<file path="config.mk">
export PLATFORM = sky130hd
export DESIGN_NAME = uart_tx_fifo
export DESIGN_NICKNAME = d
export VERILOG_FILES = /design/src/rtl/uart_tx_fifo.sv
export SDC_FILE = /design/constraint.sdc
export NUM_CORES = 1
export LEC_CHECK = 0
export ABC_AREA = 1
export CAP_MARGIN = 20
export CORE_ASPECT_RATIO = 0.7
export CORE_MARGIN = 5
export CORE_UTILIZATION = 31
export DETAILED_ROUTE_END_ITERATION = 10
export GPL_TIMING_DRIVEN = 0
export PLACE_DENSITY_LB_ADDON = 0.05
export SLEW_MARGIN = 25
export SYNTH_ARGS = -nofsm -noshare
export SYNTH_HDL_FRONTEND = slang
export SYNTH_SLANG_ARGS = --single-unit
</file>
<file path="constraint.sdc">
create_clock -name clk -period 3.05 [get_ports clk]
set_input_delay 0.915 -clock clk [delete_from_list [all_inputs] [get_ports clk]]
set_output_delay 0.915 -clock clk [all_outputs]
set_load 0.01 [all_outputs]
</file>
<file path="src/rtl/uart_tx_fifo.sv">
// rtl/uart_tx_fifo.sv - 8N1 UART transmitter fed by a small valid/ready FIFO
//
// Bytes written on the txValid/txReady port are queued in a DEPTH-entry FIFO
// and shifted out LSB first as start bit, 8 data bits and stop bit. Each bit
// lasts CLKS_PER_BIT clocks. Frames from a non-empty FIFO follow each other
// with no idle gap.
//
// Ports:
//   clk        system clock, all logic on posedge
//   reset      synchronous, active-high reset
//   txData     byte to enqueue
//   txValid    txData valid this cycle
//   txReady    FIFO can accept; a write happens when txValid & txReady
//   uartTx     registered serial line, idles high
//   busy       high while a frame is being shifted
//   fifoCount  bytes queued in the FIFO (the byte in the shifter is not counted)
module uart_tx_fifo #(
    parameter int CLKS_PER_BIT = 234,
    parameter int FIFO_AW      = 3
) (
    input  logic               clk,
    input  logic               reset,
    input  logic [7:0]         txData,
    input  logic               txValid,
    output logic               txReady,
    output logic               uartTx,
    output logic               busy,
    output logic [FIFO_AW:0]   fifoCount
);

    localparam int DEPTH = 2 ** FIFO_AW;
    localparam int CW    = FIFO_AW + 1;
    localparam int CNT_W = $clog2(CLKS_PER_BIT) + 1;

    localparam logic [CNT_W-1:0] CNT_MAX  = CNT_W'(CLKS_PER_BIT - 1);
    localparam logic [CW-1:0]    FULL_CNT = CW'(DEPTH);

    typedef enum logic [1:0] {
        S_IDLE,
        S_START,
        S_DATA,
        S_STOP
    } state_t;

    state_t               state_q, state_d;
    logic [CNT_W-1:0]     clk_cnt_q, clk_cnt_d;
    logic [2:0]           bit_idx_q, bit_idx_d;
    logic [7:0]           shift_q, shift_d;
    logic                 tx_q, tx_d;
    logic [FIFO_AW-1:0]   rd_ptr_q, rd_ptr_d;
    logic [FIFO_AW-1:0]   wr_ptr_q, wr_ptr_d;
    logic [CW-1:0]        count_q, count_d;
    logic [7:0]           mem_q [DEPTH];

    logic push;
    logic pop;
    logic fifo_empty;
    logic bit_done;

    // Ready depends only on the registered count, so there is no
    // combinational path from txValid back to txReady.
    assign txReady    = (count_q != FULL_CNT);
    assign push       = txValid & txReady;
    assign fifo_empty = (count_q == '0);
    assign bit_done   = (clk_cnt_q == CNT_MAX);

    assign uartTx    = tx_q;
    assign busy      = (state_q != S_IDLE);
    assign fifoCount = count_q;

    // tx_d is the line value for the cycle after the edge, which keeps
    // uartTx a plain flop output and lets the start bit begin on the same
    // edge that pops the byte.
    always_comb begin
        state_d   = state_q;
        clk_cnt_d = clk_cnt_q;
        bit_idx_d = bit_idx_q;
        shift_d   = shift_q;
        tx_d      = 1'b1;
        pop       = 1'b0;

        case (state_q)
            S_IDLE: begin
                if (!fifo_empty) begin
                    pop       = 1'b1;
                    shift_d   = mem_q[rd_ptr_q];
                    clk_cnt_d = '0;
                    state_d   = S_START;
                    tx_d      = 1'b0;
                end
            end
            S_START: begin
                if (bit_done) begin
                    clk_cnt_d = '0;
                    bit_idx_d = '0;
                    state_d   = S_DATA;
                    tx_d      = shift_q[0];
                end else begin
                    clk_cnt_d = clk_cnt_q + CNT_W'(1);
                    tx_d      = 1'b0;
                end
            end
            S_DATA: begin
                if (bit_done) begin
                    clk_cnt_d = '0;
                    if (bit_idx_q == 3'd7) begin
                        state_d = S_STOP;
                        tx_d    = 1'b1;
                    end else begin
                        bit_idx_d = bit_idx_q + 3'd1;
                        shift_d   = {1'b0, shift_q[7:1]};
                        tx_d      = shift_q[1];
                    end
                end else begin
                    clk_cnt_d = clk_cnt_q + CNT_W'(1);
                    tx_d      = shift_q[0];
                end
            end
            S_STOP: begin
                if (bit_done) begin
                    clk_cnt_d = '0;
                    // Chain straight into the next start bit when more data
                    // is waiting, so back-to-back frames have no idle gap.
                    if (!fifo_empty) begin
                        pop     = 1'b1;
                        shift_d = mem_q[rd_ptr_q];
                        state_d = S_START;
                        tx_d    = 1'b0;
                    end else begin
                        state_d = S_IDLE;
                        tx_d    = 1'b1;
                    end
                end else begin
                    clk_cnt_d = clk_cnt_q + CNT_W'(1);
                    tx_d      = 1'b1;
                end
            end
            default: begin
                state_d = S_IDLE;
                tx_d    = 1'b1;
            end
        endcase
    end

    always_comb begin
        wr_ptr_d = push ? wr_ptr_q + FIFO_AW'(1) : wr_ptr_q;
        rd_ptr_d = pop  ? rd_ptr_q + FIFO_AW'(1) : rd_ptr_q;
        count_d  = count_q;
        case ({push, pop})
            2'b10:   count_d = count_q + CW'(1);
            2'b01:   count_d = count_q - CW'(1);
            default: count_d = count_q;
        endcase
    end

    always_ff @(posedge clk) begin
        if (reset) begin
            state_q   <= S_IDLE;
            clk_cnt_q <= '0;
            bit_idx_q <= '0;
            shift_q   <= '0;
            tx_q      <= 1'b1;
            rd_ptr_q  <= '0;
            wr_ptr_q  <= '0;
            count_q   <= '0;
        end else begin
            state_q   <= state_d;
            clk_cnt_q <= clk_cnt_d;
            bit_idx_q <= bit_idx_d;
            shift_q   <= shift_d;
            tx_q      <= tx_d;
            rd_ptr_q  <= rd_ptr_d;
            wr_ptr_q  <= wr_ptr_d;
            count_q   <= count_d;
        end
    end

    // Storage needs no reset: the pointers and count define what is valid.
    always_ff @(posedge clk) begin
        if (push && !reset) begin
            mem_q[wr_ptr_q] <= txData;
        end
    end

endmodule

</file>
After elaboration in Yosys (flattened, before gate mapping)
Memory sizes are Yosys's and may differ from the RTL's. A register that Yosys moved wholly into a read port is not among the register bits. Index checks and enable logic that the tools add are counted.

Register bits: 33. Latch bits: 0. RAM bits: 64. Bits in read-only memories: 0. Bits of input ports: 11. Output and inout port bits: 7. Logic and storage cells: 75. Memories kept: 1.

Memories: mem_q (depth 8, bits a word 8, read ports 1, clocked after memory_dff 1, wr ports 1, line 53) `logic [7:0] mem_q [DEPTH];`.

Add/subtract/negate cells: 6. Multiply operators: 0. Div/mod/pow operators: 0. Magnitude comparators: 0. Eq/ne operators: 14. Shifts and indexed selects: 0. Muxes and demuxes: 33. Bitwise logic cells: 1. Reduce and logical (&&, ||, !) cells: 12.

Operators with widths (number): $mux W8 (4); $pmux W8 S3 (1); $mux W9 (2); $pmux W9 S2 (1); $mux W3 (5); $ne A2 B2 Y1 const B (6); $mux W1 (10); $mux W2 (5); $add A3 B1 Y3 const B (3); $add A9 B1 Y9 const B (1); $eq A9 B8 Y1 const B (1); $pmux W2 S4 (1); $pmux W4 S2 (1); $reduce_and A4 Y1 (2); $eq A2 B2 Y1 const B (3); $pmux W3 S2 (1); $reduce_bool A2 Y1 (3); $reduce_and A5 Y1 (1); $add A4 B1 Y4 const B (1); $eq A2 B1 Y1 const B (2); $logic_not A4 Y1 (1); $ne A4 B4 Y1 const B (1); $pmux W1 S4 (1); $sub A4 B1 Y4 const B (1); other kinds (8) (8).

Depth between registers and ports, before layout
Gate-level depths: netlist of the first run.

Word-level depth: 6. Gate-level depth with buffers: 18. Mapped depth without buffers: 18.

Worst setup path after synthesis of the first run
No wires, ideal clock.

Path type: input to register. Start: input reset. End: memory mem_q[0][0] (enable). Setup time: 0.383 ns. Arrival: 1.893 ns. Setup slack: 0.774 ns. Stages: 4. Buffers on the path: 1. Path through: buf_2 -> nor2_1 -> inv_2 -> nor3_1.

Word-level cells in the longest chain between the ends: 4.

Ends and longest elaborated chain: start, declared (line 22) `input logic reset,`; $logic_not A1 Y1 (line 180) `if (push && !reset) begin`; $logic_and A1 B1 Y1 (line 180); $mux W1 (line 180); $mux W1 (implied by the code) (line 181) `mem_q[wr_ptr_q] <= txData;`; end, declared (line 53).

Every way passes these cells.

Worst setup path after layout of the first run
Start: input txValid. End: memory mem_q[1][1] (enable).

Word-level cells in the longest chain between the ends: 4.

Ends and longest elaborated chain: start, declared (line 24) `input logic txValid,`; $and A1 B1 Y1 (line 63) `assign push = txValid & txReady;`; $logic_and A1 B1 Y1 (line 180); $mux W1 (line 180); $mux W1 (implied by the code) (line 181).

Every way passes these cells.

==> flow_metrics.env, run 1 <==
export IMPL_die_area_mm2=0.0178
export IMPL_combPwrFrac=0.371
export IMPL_clkPwrFrac=0.243
export IMPL_setup_viol=0
export IMPL_gp_congestion=0.751
export IMPL_placed_cells=724
export IMPL_r2r_slack_ps=570
export IMPL_num_vias=3361
export IMPL_drcViolationCount=0
export IMPL_max_slew_margin=0.332
export IMPL_cp_slowest_stage_delay_ps=770
export IMPL_layout_drive_gt1_share=0.119
export IMPL_critPathBufInv=1
export IMPL_critical_path_top_delay_family="simple AND/OR/NAND/NOR gates"
export IMPL_pwr_share_seq=0.386
export IMPL_startpoint="txValid"
export IMPL_drtIter0Drc=168
export IMPL_syn_nets=536
export IMPL_hold_start="bit_idx_q[1]"
export IMPL_hold_violations=0
export IMPL_start_util=0.318
export IMPL_slew_violations=0
export IMPL_vias_per_cell=4.54
export IMPL_path_common_cell="nor2_1"
export IMPL_clockBufferDepth=2
export IMPL_post_synth_top_count_cell="nand2_1"
export IMPL_rows=37
export IMPL_area_growth_pct=15.0
export IMPL_skew_ps=11.1
export IMPL_fin_crit_sh=0.866
export IMPL_ios=18
export IMPL_avgSynthCellArea_um2=9.23
export IMPL_crit_fanout=9
export IMPL_rsz0062_at_grt="no"
export IMPL_port_buffers=16
export IMPL_drv_cap=0
export IMPL_synth_top_area_frac=0.408
export IMPL_grt_antenna_before_repair=0
export IMPL_cts_root_buf="clkbuf_16"
export IMPL_max_freq_ghz=0.378
export IMPL_yosysWarnings=0
export IMPL_clkSinkCount=100
export IMPL_final_antenna_net_count=0
export IMPL_ys_top_cells_by_area="edfxtp_1 41%, dfxtp_1 15%, nand2_1 8.2%"
export IMPL_synth_enable_flop_cells=64
export IMPL_synth_seq_cells=100
export IMPL_worst_pin_slew_ps=998
export IMPL_synth_top_cell_by_area="edfxtp_1"
export IMPL_synth_distinct_cells=41
export IMPL_cts_tree="built"
export IMPL_powerDensity_mw_per_mm2=797
export IMPL_synth_seq_area_share=0.560
export IMPL_wire_per_inst_um=14.9
export IMPL_synth_commonest_cells="103 x nand2_1, 80 x nor2_1, 64 x edfxtp_1"
export IMPL_clock_latency_ps=340
export IMPL_critPathRequiredTime_ps=3010
export IMPL_cts_buffers=9
export IMPL_clk_pin_slew_ps=70
export IMPL_leakagePower_uw=0.00214
export IMPL_path_class="in -> reg"
export IMPL_grt_pass1_vias=3104
export IMPL_cts_hold_buf=0
export IMPL_endpoint_kind="flop"
export IMPL_cp_start_kind="input port"
export IMPL_grt_max_degree=17
export IMPL_firstDrtPassIters=4
export IMPL_async_flop_share=0
export IMPL_grt_pass1_wl_mm=17.7
export IMPL_arrival_ps=2600
export IMPL_min_period_ps=2640
export IMPL_hold_class="reg -> reg"
export IMPL_grt_overflow_total=0
export IMPL_vdd_ir_drop_max_mv=0.325
export IMPL_dp_hpwl_mm=8.15
export IMPL_ys_flop_type="edfxtp_1"
export IMPL_die_x_um=157
export IMPL_syn_area_mm2=0.00472
export IMPL_nets=565
export IMPL_switching_share=0.374
export IMPL_rr_startpoint="clk_cnt_q[0]"
export IMPL_wl_mm=11.0
export IMPL_stdcell_count=740
export IMPL_slowest_stage="nor2_1"
export IMPL_power_internal_uw=2710
export IMPL_path_cells="clkdlybuf4s50_1, nand2_2, nor2_1, nand2_1, nor2_1"
export IMPL_post_cts_buffers=0
export IMPL_groute_usage_overall=0.130
export IMPL_ctsResizeCount=0
export IMPL_p_sw_uw=1620
export IMPL_die_h_um=113
export IMPL_htreeDepth=3
export IMPL_core_area_mm2=0.0148
export IMPL_diodes=0
export IMPL_hold_ws_ps=467
export IMPL_status="finished, final reports clean"
export IMPL_synthCells=511
export IMPL_fill_cells=1534
-- placed cells by master (no fill, tap or decap), types with 2 or more instances in the layout --
cell type / synthesis / final
a21oi_1: 14 / 14
nand2_2: 7 / 7
nand3_1: 24 / 24
ha_1: 14 / 14
buf_6: 2 / 2
clkbuf_1: 1 / 2
nor3_2: 2 / 6
edfxtp_1: 64 / 64
o211ai_1: 23 / 23
nor2_1: 80 / 80
o21ai_0: 15 / 15
nor2_4: 2 / 2
a21oi_2: 2 / 2
o21ai_1: 3 / 3
nor3_1: 7 / 3
a211oi_1: 2 / 2
nand3_2: 2 / 2
buf_4: 4 / 6
inv_1: 58 / 58
clkinv_2: 0 / 2
nand2_1: 103 / 103
xor2_1: 2 / 2
nand2_4: 2 / 2
clkbuf_16: 0 / 9
clkinv_1: 2 / 3
clkdlybuf4s50_1: 0 / 16
inv_2: 7 / 7
dfxtp_1: 36 / 36
nand4_1: 10 / 10
buf_2: 9 / 9
-- registers in the layout, indices dropped and copies added, names as in the netlist, named ones only --
name       count
bit_idx_q      3
clk_cnt_q      9
fifoCount      4
mem_q         64
rd_ptr_q       3
shift_q        8
state_q        2
uartTx         1
wr_ptr_q       3
-- final cells by class --
| type | count | area [um^2] | share of cell area |
|---|---|---|---|
| Sequential cell | 100 | 2640 | 0.487 |
| Tap cell | 195 | 244 | 0.0450 |
| Multi-Input combinational cell | 327 | 1740 | 0.320 |
| Inverter | 67 | 251 | 0.0464 |
| Clock buffer | 10 | 229 | 0.0422 |
| Buffer | 17 | 105 | 0.0194 |
| Clock inverter | 6 | 38.8 | 0.00715 |
| Timing Repair Buffer | 18 | 175 | 0.0323 |
-- worst reg2reg max path: cells and delay by family (launching register included) --
family | cells | cell delay, ps
adders and majority gates | 3 | 600
and+or+nand+nor | 5 | 650
buffers and inverters | 2 | 140
AOI/OAI and AO/OA | 2 | 210
xor gates and xnor gates | 2 | 400
DFF | 1 | 390
-- per-stage QoR --
| step | power, uW | worst slack, ps | utilization | instance area, um^2 | setup TNS, ps |
|---|---|---|---|---|---|
| after global routing | 4680 | 267 | 0.366 | 5420 | 0 |
| after detailed placement | 3320 | 18.2 | 0.348 | 5150 | 0 |
| after CTS | 4390 | 384 | 0.366 | 5420 | 0 |
| after floorplan | 2860 | 774 | - | 4720 | 0 |
| final | 4320 | 408 | 0.366 | 5420 | 0 |
| after global placement | 3310 | -344 | 0.346 | 5120 | -7140 |
-- power by group through the flow --
stage | clock (uW) | sequential (uW) | combinational [uW]
detailed placement | 0 | 1700 | 1620
CTS | 1090 | 1670 | 1630
finish | 1050 | 1670 | 1600
global placement | 0 | 1690 | 1610
floorplan | 0 | 1690 | 1180
global route | 1140 | 1690 | 1850
-- kinds of logic (layout without fill, tap and decap cells) --
family / count (synthesis) / count (layout) / synth area share
xor+xnor: 3 / 3 / 0.00557
simple gates: 247 / 247 / 0.236
flops: 100 / 100 / 0.560
compound gates: 63 / 63 / 0.0857
fa+ha+maj: 14 / 14 / 0.0371
buf+inv: 84 / 118 / 0.0756
-- routing by layer --
metal	GRT usage	routed length, um	share of wire
met5	0	0	0
met4	0.0287	25	0.0023
met3	0.0302	557	0.051
met2	0.161	4110	0.37
met1	0.218	6330	0.57
-- final timing paths --
path,to,cells after the start
max,mem_q[1][1],5
min,bit_idx_q[1],2
max reg2reg,fifoCount[2],14
min reg2reg,bit_idx_q[1],2
No activity file was read; power rests on OpenSTA's default activity.
==> run 2: changes to the inputs <==
GPL_ROUTABILITY_DRIVEN = 0   (was default)
clock period = 3.25 ns   (was 3.05 ns; I/O delays follow)
==> results of run 2 <==
The final DEF is identical to that of run 1. Status: finished, final reports clean.
Main changes from that run: setup slack after placement 18.2 ps -> 158 ps; setup slack after layout 408 ps -> 548 ps; register-to-register setup slack 570 ps -> 770 ps; total power 4320 uW -> 4060 uW; worst IR drop on VDD 0.325 mV -> 0.305 mV
